**src/rtl/id_exe_register_pkg.sv**
```systemverilog
// Shared encodings and default bus widths for the ID/EXE pipeline register.
package id_exe_register_pkg;

  // Default bus widths
  localparam int DATA_BUS_W   = 16;
  localparam int REG_ADDR_BUS = 4;
  localparam int REG_OP_BUS   = 2;
  localparam int ALU_OP_BUS   = 4;
  localparam int MEM_OP_BUS   = 2;
  localparam int BUBBLE_CNT_W = 16;

  // Register-op encodings; NOP must never look like a register write
  localparam logic [REG_OP_BUS-1:0] REG_OP_NOP   = 2'b00;
  localparam logic [REG_OP_BUS-1:0] REG_OP_READ  = 2'b01;
  localparam logic [REG_OP_BUS-1:0] REG_OP_WRITE = 2'b10;
  localparam logic [REG_OP_BUS-1:0] REG_OP_RW    = 2'b11;

  localparam logic [ALU_OP_BUS-1:0] ALU_OP_NOP = 4'h0;
  localparam logic [MEM_OP_BUS-1:0] MEM_OP_NOP = 2'b00;

  // Control-signal polarities
  localparam logic PAUSE_ENABLE      = 1'b1;
  localparam logic PAUSE_DISABLE     = 1'b0;
  localparam logic EXE_STALL_ENABLE  = 1'b1;
  localparam logic EXE_STALL_DISABLE = 1'b0;

endpackage

```
**src/rtl/id_exe_register_sat_counter.sv**
```systemverilog
// Saturating up-counter with enable; holds at all-ones instead of wrapping.
module sat_counter #(
  parameter int W = 16
) (
  input  logic         i_clk,
  input  logic         i_rst,
  input  logic         i_en,
  output logic [W-1:0] o_count
);

  logic [W-1:0] r_count;

  // Increment when enabled unless already saturated
  always_ff @(posedge i_clk or negedge i_rst) begin
    if (!i_rst)
      r_count <= '0;
    else if (i_en && (r_count != {W{1'b1}}))
      r_count <= r_count + 1'b1;
  end

  assign o_count = r_count;

endmodule

```
**src/rtl/id_exe_register.sv**
```systemverilog
// ID/EXE pipeline register: captures decoded fields, injects load-use
// bubbles, holds on back-end stall and defers flushes that hit a stall.
module id_exe_register
  import id_exe_register_pkg::*;
#(
  parameter int DATA_W   = DATA_BUS_W,
  parameter int ADDR_W   = REG_ADDR_BUS,
  parameter int REG_OP_W = REG_OP_BUS,
  parameter int ALU_OP_W = ALU_OP_BUS,
  parameter int MEM_OP_W = MEM_OP_BUS,
  parameter int CNT_W    = BUBBLE_CNT_W
) (
  input  logic                i_clk,
  input  logic                i_rst,
  input  logic [DATA_W-1:0]   i_id_pc,
  input  logic [DATA_W-1:0]   i_id_reg1_data,
  input  logic [DATA_W-1:0]   i_id_reg2_data,
  input  logic [DATA_W-1:0]   i_id_imm,
  input  logic [ADDR_W-1:0]   i_id_wb_addr,
  input  logic [REG_OP_W-1:0] i_id_reg_op,
  input  logic [ALU_OP_W-1:0] i_id_alu_op,
  input  logic [MEM_OP_W-1:0] i_id_mem_op,
  input  logic                i_id_exe_pause,
  input  logic                i_exe_stall,
  input  logic                i_flush,
  output logic [DATA_W-1:0]   o_exe_pc,
  output logic [DATA_W-1:0]   o_exe_reg1_data,
  output logic [DATA_W-1:0]   o_exe_reg2_data,
  output logic [DATA_W-1:0]   o_exe_imm,
  output logic [ADDR_W-1:0]   o_exe_wb_addr,
  output logic [REG_OP_W-1:0] o_exe_reg_op,
  output logic [ALU_OP_W-1:0] o_exe_alu_op,
  output logic [MEM_OP_W-1:0] o_exe_mem_op,
  output logic                o_exe_valid,
  output logic                o_flush_pending,
  output logic [CNT_W-1:0]    o_bubble_count
);

  logic [DATA_W-1:0]   r_pc, r_reg1_data, r_reg2_data, r_imm;
  logic [ADDR_W-1:0]   r_wb_addr;
  logic [REG_OP_W-1:0] r_reg_op;
  logic [ALU_OP_W-1:0] r_alu_op;
  logic [MEM_OP_W-1:0] r_mem_op;
  logic                r_valid;
  logic                r_flush_pending;

  logic w_stall, w_kill, w_bubble;

  assign w_stall  = (i_exe_stall == EXE_STALL_ENABLE);
  assign w_kill   = i_flush || r_flush_pending;
  // Only a genuine load-use bubble counts; stall and flush both override it
  assign w_bubble = !w_stall && !w_kill && (i_id_exe_pause == PAUSE_ENABLE);

  // Priority mux: stall holds, flush/pending flush kills, pause bubbles, else load
  always_ff @(posedge i_clk or negedge i_rst) begin
    if (!i_rst) begin
      r_pc            <= '0;
      r_reg1_data     <= '0;
      r_reg2_data     <= '0;
      r_imm           <= '0;
      r_wb_addr       <= '0;
      r_reg_op        <= REG_OP_W'(REG_OP_NOP);
      r_alu_op        <= ALU_OP_W'(ALU_OP_NOP);
      r_mem_op        <= MEM_OP_W'(MEM_OP_NOP);
      r_valid         <= 1'b0;
      r_flush_pending <= 1'b0;
    end else if (w_stall) begin
      if (i_flush)
        r_flush_pending <= 1'b1;
    end else if (w_kill || w_bubble) begin
      r_pc            <= '0;
      r_reg1_data     <= '0;
      r_reg2_data     <= '0;
      r_imm           <= '0;
      r_wb_addr       <= '0;
      r_reg_op        <= REG_OP_W'(REG_OP_NOP);
      r_alu_op        <= ALU_OP_W'(ALU_OP_NOP);
      r_mem_op        <= MEM_OP_W'(MEM_OP_NOP);
      r_valid         <= 1'b0;
      // A bubble leaves a pending flush alone; only a kill retires it
      if (w_kill)
        r_flush_pending <= 1'b0;
    end else begin
      r_pc            <= i_id_pc;
      r_reg1_data     <= i_id_reg1_data;
      r_reg2_data     <= i_id_reg2_data;
      r_imm           <= i_id_imm;
      r_wb_addr       <= i_id_wb_addr;
      r_reg_op        <= i_id_reg_op;
      r_alu_op        <= i_id_alu_op;
      r_mem_op        <= i_id_mem_op;
      r_valid         <= 1'b1;
    end
  end

  sat_counter #(.W(CNT_W)) u_bubble_cnt (
    .i_clk   (i_clk),
    .i_rst   (i_rst),
    .i_en    (w_bubble),
    .o_count (o_bubble_count)
  );

  assign o_exe_pc        = r_pc;
  assign o_exe_reg1_data = r_reg1_data;
  assign o_exe_reg2_data = r_reg2_data;
  assign o_exe_imm       = r_imm;
  assign o_exe_wb_addr   = r_wb_addr;
  assign o_exe_reg_op    = r_reg_op;
  assign o_exe_alu_op    = r_alu_op;
  assign o_exe_mem_op    = r_mem_op;
  assign o_exe_valid     = r_valid;
  assign o_flush_pending = r_flush_pending;

endmodule

```
**config.mk**
```make
export PLATFORM = sky130hd
export DESIGN_NAME = id_exe_register
export DESIGN_NICKNAME = d
export VERILOG_FILES = /design/src/rtl/id_exe_register_pkg.sv /design/src/rtl/id_exe_register_sat_counter.sv /design/src/rtl/id_exe_register.sv
export SDC_FILE = /design/constraint.sdc
export NUM_CORES = 1
export LEC_CHECK = 0
export CELL_PAD_IN_SITES_DETAIL_PLACEMENT = 0
export CELL_PAD_IN_SITES_GLOBAL_PLACEMENT = 1
export CORE_ASPECT_RATIO = 0.75
export CORE_UTILIZATION = 25
export DETAILED_ROUTE_END_ITERATION = 6
export GPL_TIMING_DRIVEN = 0
export PLACE_DENSITY = 0.74
export SLEW_MARGIN = 40
export SYNTH_ARGS = -nofsm -noshare
export SYNTH_HDL_FRONTEND = slang
export SYNTH_SLANG_ARGS = --single-unit
```
**constraint.sdc**
```tcl
create_clock -name i_clk -period 2.1 [get_ports i_clk]
set_input_delay 0.315 -clock i_clk [delete_from_list [all_inputs] [get_ports i_clk]]
set_output_delay 0.315 -clock i_clk [all_outputs]
set_load 0.005 [all_outputs]
```
---- Word-level counts from Yosys, hierarchy flattened ----
Index checks and enable logic that the tools add are counted.
cells by class
  equal/unequal tests ..................... 2
  order comparisons ....................... 0
  bitwise gates (word level) .............. 0
  muxes and demuxes ....................... 13
  shift-type cells ........................ 0
  add/subtract/negate cells ............... 1
  div/mod/pow operators ................... 0
  reduce and logical (&&, ||, !) cells .... 10
  multiply operators ...................... 0
operators by type and width
  operator                                                number
  two-way mux 16 bit                                      4
  adder 16 x 1 -> 16 bit (second input constant)          1
  inequality test 16 bit (second input constant)          1
  two-way mux 4 bit                                       2
  two-way mux 1 bit                                       5
  two-way mux 2 bit                                       2
  nonzero test 2 bit                                      2
  logical AND 1 bit                                       3
  AND reduction 3 bit                                     1
  logical NOT 1 bit                                       2
  logical OR 1 bit                                        2
  inequality test 2 x 1 -> 1 bit (second input constant)  1
storage, ports and cells
  bits in writable memories ............... 0
  bits in read-only memories .............. 0
  logic and storage cells ................. 37
  latch bits .............................. 0
  output and inout bits ................... 94
  memories ................................ 0
  bits in registers ....................... 94

---- Depth between registers and ports, before layout ----
Gate-level depths: netlist of the first run.
  word-level depth ........................ 7
  gate-level depth with buffers ........... 6
  gate-level depth less buffers ........... 5

---- Hierarchy ----
A second synthesis of the first run with hierarchy kept.
unflattened totals
  cells, all modules ...................... 408
  area, all modules ....................... 4257.8 um^2
by module, submodules not included
  module           sequential area each (um^2)  cells each  area each (um^2)  instances
  id_exe_register  1951.9                       336         3398.3            1
  sat_counter      400.4                        72          859.6             1

---- Worst setup path before layout of the first run ----
OpenSTA, ideal clock, no wires.
  path type ............................... flip-flop to flip-flop
  start point ............................. register u_bubble_cnt.r_count[0] (netlist: u_bubble_cnt.o_count[0])
  end point ............................... register u_bubble_cnt.r_count[4] (netlist: u_bubble_cnt.o_count[4])
  period minus slack after synthesis ...... 1494 ps
  path slack .............................. 606 ps
  arrival time ............................ 1362 ps
  stages on the path, launching flop included .. 7
  required time ........................... 1968 ps
  path through ............................ dfrtp_1 -> ha_1 -> nand4_1 -> nor4_4 -> buf_6 -> nor3_1 -> xor2_1
between the ends
  word-level cells in the longest chain between the ends .. 2
  elaborated cells between the ends (all ways) .. 3
ends and longest elaborated chain
  element                                                         line                               source
  start: declaration                                              id_exe_register_sat_counter.sv:11  logic [W-1:0] r_count;
  start signal: assignment                                        id_exe_register_sat_counter.sv:18  r_count <= r_count + 1'b1;
  branches (longest 2 deep; another with adder 16 x 1 -> 16 bit)  -
Parallel ways; which one is timed is not known.
A chain may end at the register's enable or synchronous reset.

---- Worst setup path in the final report of the first run ----
  start point ............................. input i_flush
  end point ............................... register r_imm[10] (netlist: o_exe_imm[10])
between the ends
  word-level cells in the longest chain between the ends .. 6
ends and longest elaborated chain
  element                          line                   source
  start: declaration               id_exe_register.sv:25  input logic i_flush,
  logical OR 1 bit *               id_exe_register.sv:50  assign w_kill = i_flush || r_flush_pending;
  logical NOT 1 bit                id_exe_register.sv:52  assign w_bubble = !w_stall && !w_kill && (i_id_exe_pause == PAUSE_ENABLE);
  logical AND 1 bit (2 in series)  id_exe_register.sv:52
  logical OR 1 bit *               id_exe_register.sv:70  end else if (w_kill || w_bubble) begin
  two-way mux 16 bit *             id_exe_register.sv:70
  end signal: assignment           id_exe_register.sv:87  r_imm <= i_id_imm;
  end: declaration                 id_exe_register.sv:39  logic [DATA_W-1:0] r_pc, r_reg1_data, r_reg2_data, r_imm;
Mark *: on every way between the ends. The rest lies on a longest branch, timed or not.

==> flow_summary.ini, run 1 <==
[synthesis]
synth_edf_count = 0
ys_types = 27
syn-num-nets = 326
yosysWarnings = 0
ys_ff_latch = 94
async_flop_share_pct = 100.0
synth_area_per_cell_um2 = 14.65
yosysSeqAreaShare_pct = 65.83
synth_flop_cell = dfrtp_1
syn_inst = 244
synthesis.area_um2 = 3573

[place]
portBuffers = 173
placedCellCount = 593
place.gp.congestion = 0.7187
hpwl_mm = 7.468

[grt]
antenna_found_initial = 0
grt_max_degree = 53
grt_pass1_wl_mm = 15.92
grt_pass1_vias = 2902
grt_usage_pct = 13.94
grt.overflow.total = 0

[flow_run]
cap_violations = 0

[timing]
final.min_clock_period_ns = 1.735
setup_violations = 0
hold_violations = 0
period_share_pct = 82.60
max_freq_mhz = 576.5
relSlewSlack_pct = 63.72
tightest_slew_ns = 0.5442
skew_ns = 0.005802
rsz0062_at_grt = no
worst_hold_slack_ns = 0.4475
slew_violations = 0

[detailed_routing]
wl_mm = 10.09
drt-vias-per-instance = 4.616
drc_errors = 0
vias = 2816
drt_iter0_markers = 168
first_pass_iters = 4
topRoutingLayerUsed = met4
wl_met2_mm = 4.710
dr_wl_met3_um = 617
wire_per_inst_um = 16.54
m1WireLength_mm = 4.668
ant_nets = 0

[die]
die_x_um = 140.1
row_count = 37
core_um2 = 13840
die_area_um2 = 14780
die_y_um = 105.5
ios = 175
initial_utilization_pct = 25.82

[clocking]
post-cts-setup-buffer-count = 0
cts_root_buf = clkbuf_16
clkLatencyLatePin_ns = 0.34
h-tree-depth = 3
clockBufferDepth = 2
cts_tree = built
ctsResizeCount = 0
clkTransAtPathRegs_ns = 0.07
numClockSinks = 94
numCtsBuffers = 9

[finish]
diodes = 0
final_common_cell = clkdlybuf4s50_1
drive_above_1_share_pct = 7.816
areaGrowthSynthToFinish_pct = 64.71
layout_common_cells = clkdlybuf4s50_1, dfrtp_1, a22o_1, xor2_1, clkbuf_1
finalNetCount = 512
stdcell_count = 610

[power]
leakage_nw = 2.618
ir_worst_vdd_mv = 0.4883
total_power_mw = 4.356
power_density_nw_per_um2 = 740.1

[critical_path]
endpoint_kind = flop
critPathLaunch = i_flush
reg2reg_depth = 4
cp.required_ns = 2.37
r2r_start = o_flush_pending$_DFFE_PN0P_
crit_fanout = 10
worstSetupPathType = in -> reg
startpoint_type = input port
cp.arrival_ns = 2.01

[status]
status = finished clean

[min_path]
min_path_type = in -> async
-- metal layers --
layer	vias up	track usage, %
met2	103	21.64
met5	-	0
met4	0	4.631
met3	10	4.543
met1	1397	18.28
li1	1306	-
-- where the power goes --
group          internal, mW  switching [mW]  leakage [nW]
clock network          1.02           0.683         0.159
logic                 0.415           0.217          1.18
registers              1.92          0.0974          1.28
total                  3.36           0.997          2.62
-- state kept, by name (all words and copies together) (netlist names), 2 cells and up --
| signal | flops |
|---|---|
| o_exe_reg_op | 2 |
| o_exe_wb_addr | 4 |
| o_exe_reg1_data | 16 |
| o_exe_mem_op | 2 |
| o_exe_imm | 16 |
| o_exe_reg2_data | 16 |
| u_bubble_cnt.o_count | 16 |
| o_exe_pc | 16 |
| o_exe_alu_op | 4 |
-- synth_stat cells (2+ instances only) --
library cell,count,area (µm²)
buf_2,4,20.02
dfrtp_1,94,2352
clkbuf_1,12,45.04
nor3_1,7,35.03
a22o_1,76,665.6
and3_1,2,12.51
nor4_4,2,42.54
o21ai_0,2,10.01
nor4b_2,3,45.04
nand2_1,3,11.26
nor3b_1,3,22.52
nand3_1,4,20.02
xor2_1,14,122.6
nand4_1,5,31.28
-- metrics by stage --
| step | setup TNS [ns] | instance area (µm²) | setup slack [ns] | utilization, % |
|---|---|---|---|---|
| after floorplan | 0 | 3573 | 0.6059 | - |
| after global placement | -260.94 | 5524 | -2.778 | 39.91 |
| after detailed placement | -0.6048 | 5557 | -0.04272 | 40.14 |
| after CTS | 0 | 5886 | 0.3154 | 42.52 |
| after global routing | 0 | 5886 | 0.2238 | 42.52 |
| final | 0 | 5886 | 0.3653 | 42.52 |
-- final cells by class --
cell class	count	area, µm²
fill	1264	7956
sequential	94	2352
timing repair buffer	175	1774
multi-input combinational	132	1131
clock buffer	12	266.5
tap	175	219.0
buffer	18	90.09
clock inverter	4	52.55
-- kinds of logic after synthesis --
| logic type | count (synthesis) | synth area share (%) |
|---|---|---|
| buf+inv | 18 | 2.521 |
| flops | 94 | 65.83 |
| compound gates | 80 | 19.33 |
| mux | 1 | 0.3151 |
| xor+xnor | 14 | 3.431 |
| simple gates | 36 | 8.228 |
| fa+ha+maj | 1 | 0.3501 |
-- path summary, 6_finish.rpt --
| path | to | slack, ns |
|---|---|---|
| setup / recovery | o_exe_imm[10]$_DFFE_PN0N_ | 0.37 |
| hold / removal | o_exe_reg1_data[13]$_DFFE_PN0N_ | 0.45 |
| setup reg to reg | o_exe_imm[10]$_DFFE_PN0N_ | 0.41 |
| hold reg to reg | o_exe_valid$_DFFE_PN0N_ | 0.49 |
| max in group asynchronous | o_exe_pc[8]$_DFFE_PN0N_ | 1.08 |
| min in group i_clk | o_exe_valid$_DFFE_PN0N_ | 0.49 |
-- worst max-delay path: stages --
cell,delay [ns]
clkdlybuf4s50_1,0.52
nor4_4,0.44
buf_2,0.29
buf_2,0.27
a22o_1,0.17
-- repair_timing --
action	CTS	global route
hold endpoints to repair	42	0
setup endpoints to repair	0	0
hold buffers	1	0
Note: power is estimated with default switching activity, not from simulation.
==> run 2, diff against run 1 <==
==> constraint.sdc (replaced) <==
create_clock -name i_clk -period 1.6 [get_ports i_clk]
set_input_delay 0.24 -clock i_clk [delete_from_list [all_inputs] [get_ports i_clk]]
set_output_delay 0.24 -clock i_clk [all_outputs]
set_load 0.005 [all_outputs]
==> run 2 against run 1 <==
  * Clock power is 31% higher
  * Final cell count is 2.0% higher
  * Clock skew about the same
  * Critical path type is now reg -> reg
  * Largest power group unchanged
==> flow_summary.ini, run 2 (synthesis gave the netlist of run 1 again) <==
[critical_path]
r2r_start = u_bubble_cnt.o_count[12]$_DFFE_PN0P_
critPathLaunch = u_bubble_cnt.o_count[12]$_DFFE_PN0P_
cpPeakStageDelay_ns = 0.42
crit_fanout = 5
startpoint_type = flop
cp_slowest_cell = dfrtp_1
cp.required_ns = 1.81
worstPathCellList = nand4_1, nor4_4, buf_4, buf_6, nor3_1, xor2_1
cp.arrival_ns = 1.78
worstSetupPathType = reg -> reg
endpoint_kind = flop

[detailed_routing]
wl_mm = 10.23
vias = 2867
first_pass_iters = 4
drt-vias-per-instance = 4.609
drt_iter0_markers = 179
ant_nets = 0
wire_per_inst_um = 16.45
drc_errors = 0

[finish]
diodes = 0
layout_common_cells = clkdlybuf4s50_1, dfrtp_1, a22o_1, xor2_1, buf_4
post-route-util_pct = 43.42
finalNetCount = 524
areaGrowthSynthToFinish_pct = 68.21
final_common_cell = clkdlybuf4s50_1
drive_above_1_share_pct = 12.98

[die]
ios = 175
initial_utilization_pct = 25.82
core_um2 = 13840
die_y_um = 105.5
die_area_um2 = 14780
die_x_um = 140.1
row_count = 37

[grt]
antenna_found_initial = 0
grt.overflow.total = 0
grt_max_degree = 53
grt_pass1_wl_mm = 16.06
grt_usage_pct = 14.06
grt_pass1_vias = 2941

[clocking]
clockBufferDepth = 2
cts_tree = built
cts_root_buf = clkbuf_16
h-tree-depth = 3
clkLatencyLatePin_ns = 0.34
numClockSinks = 94
clkTransAtPathRegs_ns = 0.07
numCtsBuffers = 9

[timing]
skew_ns = 0.006101
rsz0062_at_grt = yes
hold_violations = 0
slew_violations = 0
tightest_slew_ns = 0.5547
relSlewSlack_pct = 63.02
final.min_clock_period_ns = 1.576
worst_hold_slack_ns = 0.3733
period_share_pct = 98.48
setup_tns_ns = 0
setup_violations = 0
max_freq_mhz = 634.7

[flow_run]
cap_violations = 0

[power]
ir_worst_vdd_mv = 0.6403
power_density_nw_per_um2 = 966.9
leakage_nw = 2.703

[min_path]
min_path_type = in -> async

[status]
status = finished clean

[place]
hpwl_mm = 7.468
place.gp.congestion = 0.7187
portBuffers = 173
==> run 2: final timing paths <==
kind / slack [ns] / depth (start not counted) / to
min: 0.37 / 2 / o_exe_reg1_data[13]$_DFFE_PN0N_
max reg2reg: 0.02 / 6 / u_bubble_cnt.o_count[4]$_DFFE_PN0P_
min in group i_clk: 0.41 / 2 / o_flush_pending$_DFFE_PN0P_
max: 0.02 / 6 / u_bubble_cnt.o_count[4]$_DFFE_PN0P_
min reg2reg: 0.49 / 1 / o_exe_valid$_DFFE_PN0N_
max in group asynchronous: 0.65 / 3 / u_bubble_cnt.o_count[8]$_DFFE_PN0P_
==> run 2: layer usage <==
layer / up-vias / GRT usage [%] / wire (µm)
met4: 0 / 4.631 / 94
li1: 1329 / - / -
met5: - / 0 / 0
met1: 1432 / 18.54 / 4766
met2: 96 / 21.79 / 4778
met3: 10 / 4.498 / 591
==> run 2: worst max-delay path, delay by kind of cell (launching register included) <==
family	cells	cell delay (ns)
xor gates and xnor gates	1	0.15
buffers and inverters	2	0.30
DFF	1	0.42
and+or+nand+nor	3	0.58
==> run 2: layout make-up <==
class | instances | area (µm²)
fill | 1253 | 7831
sequential | 94 | 2361
timing repair buffer | 187 | 1863
multi-input combinational | 132 | 1145
clock buffer | 12 | 266.5
tap | 175 | 219.0
buffer | 18 | 103.9
clock inverter | 4 | 52.55
==> run 2: timing repair <==
| action | 4_1_cts | 5_1_grt |
|---|---|---|
| pin swaps | 6 | 5 |
| resized for setup | 8 | 13 |
| hold buffers | 1 | 0 |
| buffers inserted | 7 | 4 |
| endpoints found under the setup margin | 84 | 45 |
| gates cloned | 1 | 0 |
| hold endpoints to repair | 42 | 0 |
==> run 2: power by group <==
| group | leakage [nW] | switching, mW | internal (mW) |
|---|---|---|---|
| clock | 0.159 | 0.897 | 1.35 |
| combinational | 1.28 | 0.321 | 0.610 |
| sequential | 1.27 | 0.116 | 2.52 |
| total | 2.70 | 1.33 | 4.48 |
==> run 2: through the flow <==
| step | instance area, µm² | std cells | power, mW | setup slack (ns) |
|---|---|---|---|---|
| after floorplan | 3573 | 244 | 2.894 | 0.1059 |
| after global placement | 5524 | 592 | 3.496 | -3.203 |
| after detailed placement | 5557 | 593 | 3.527 | -0.4677 |
| after CTS | 5962 | 618 | 5.899 | -0.07634 |
| after global routing | 6011 | 622 | 6.092 | -0.07145 |
| final | 6011 | 622 | 5.812 | 0.02435 |
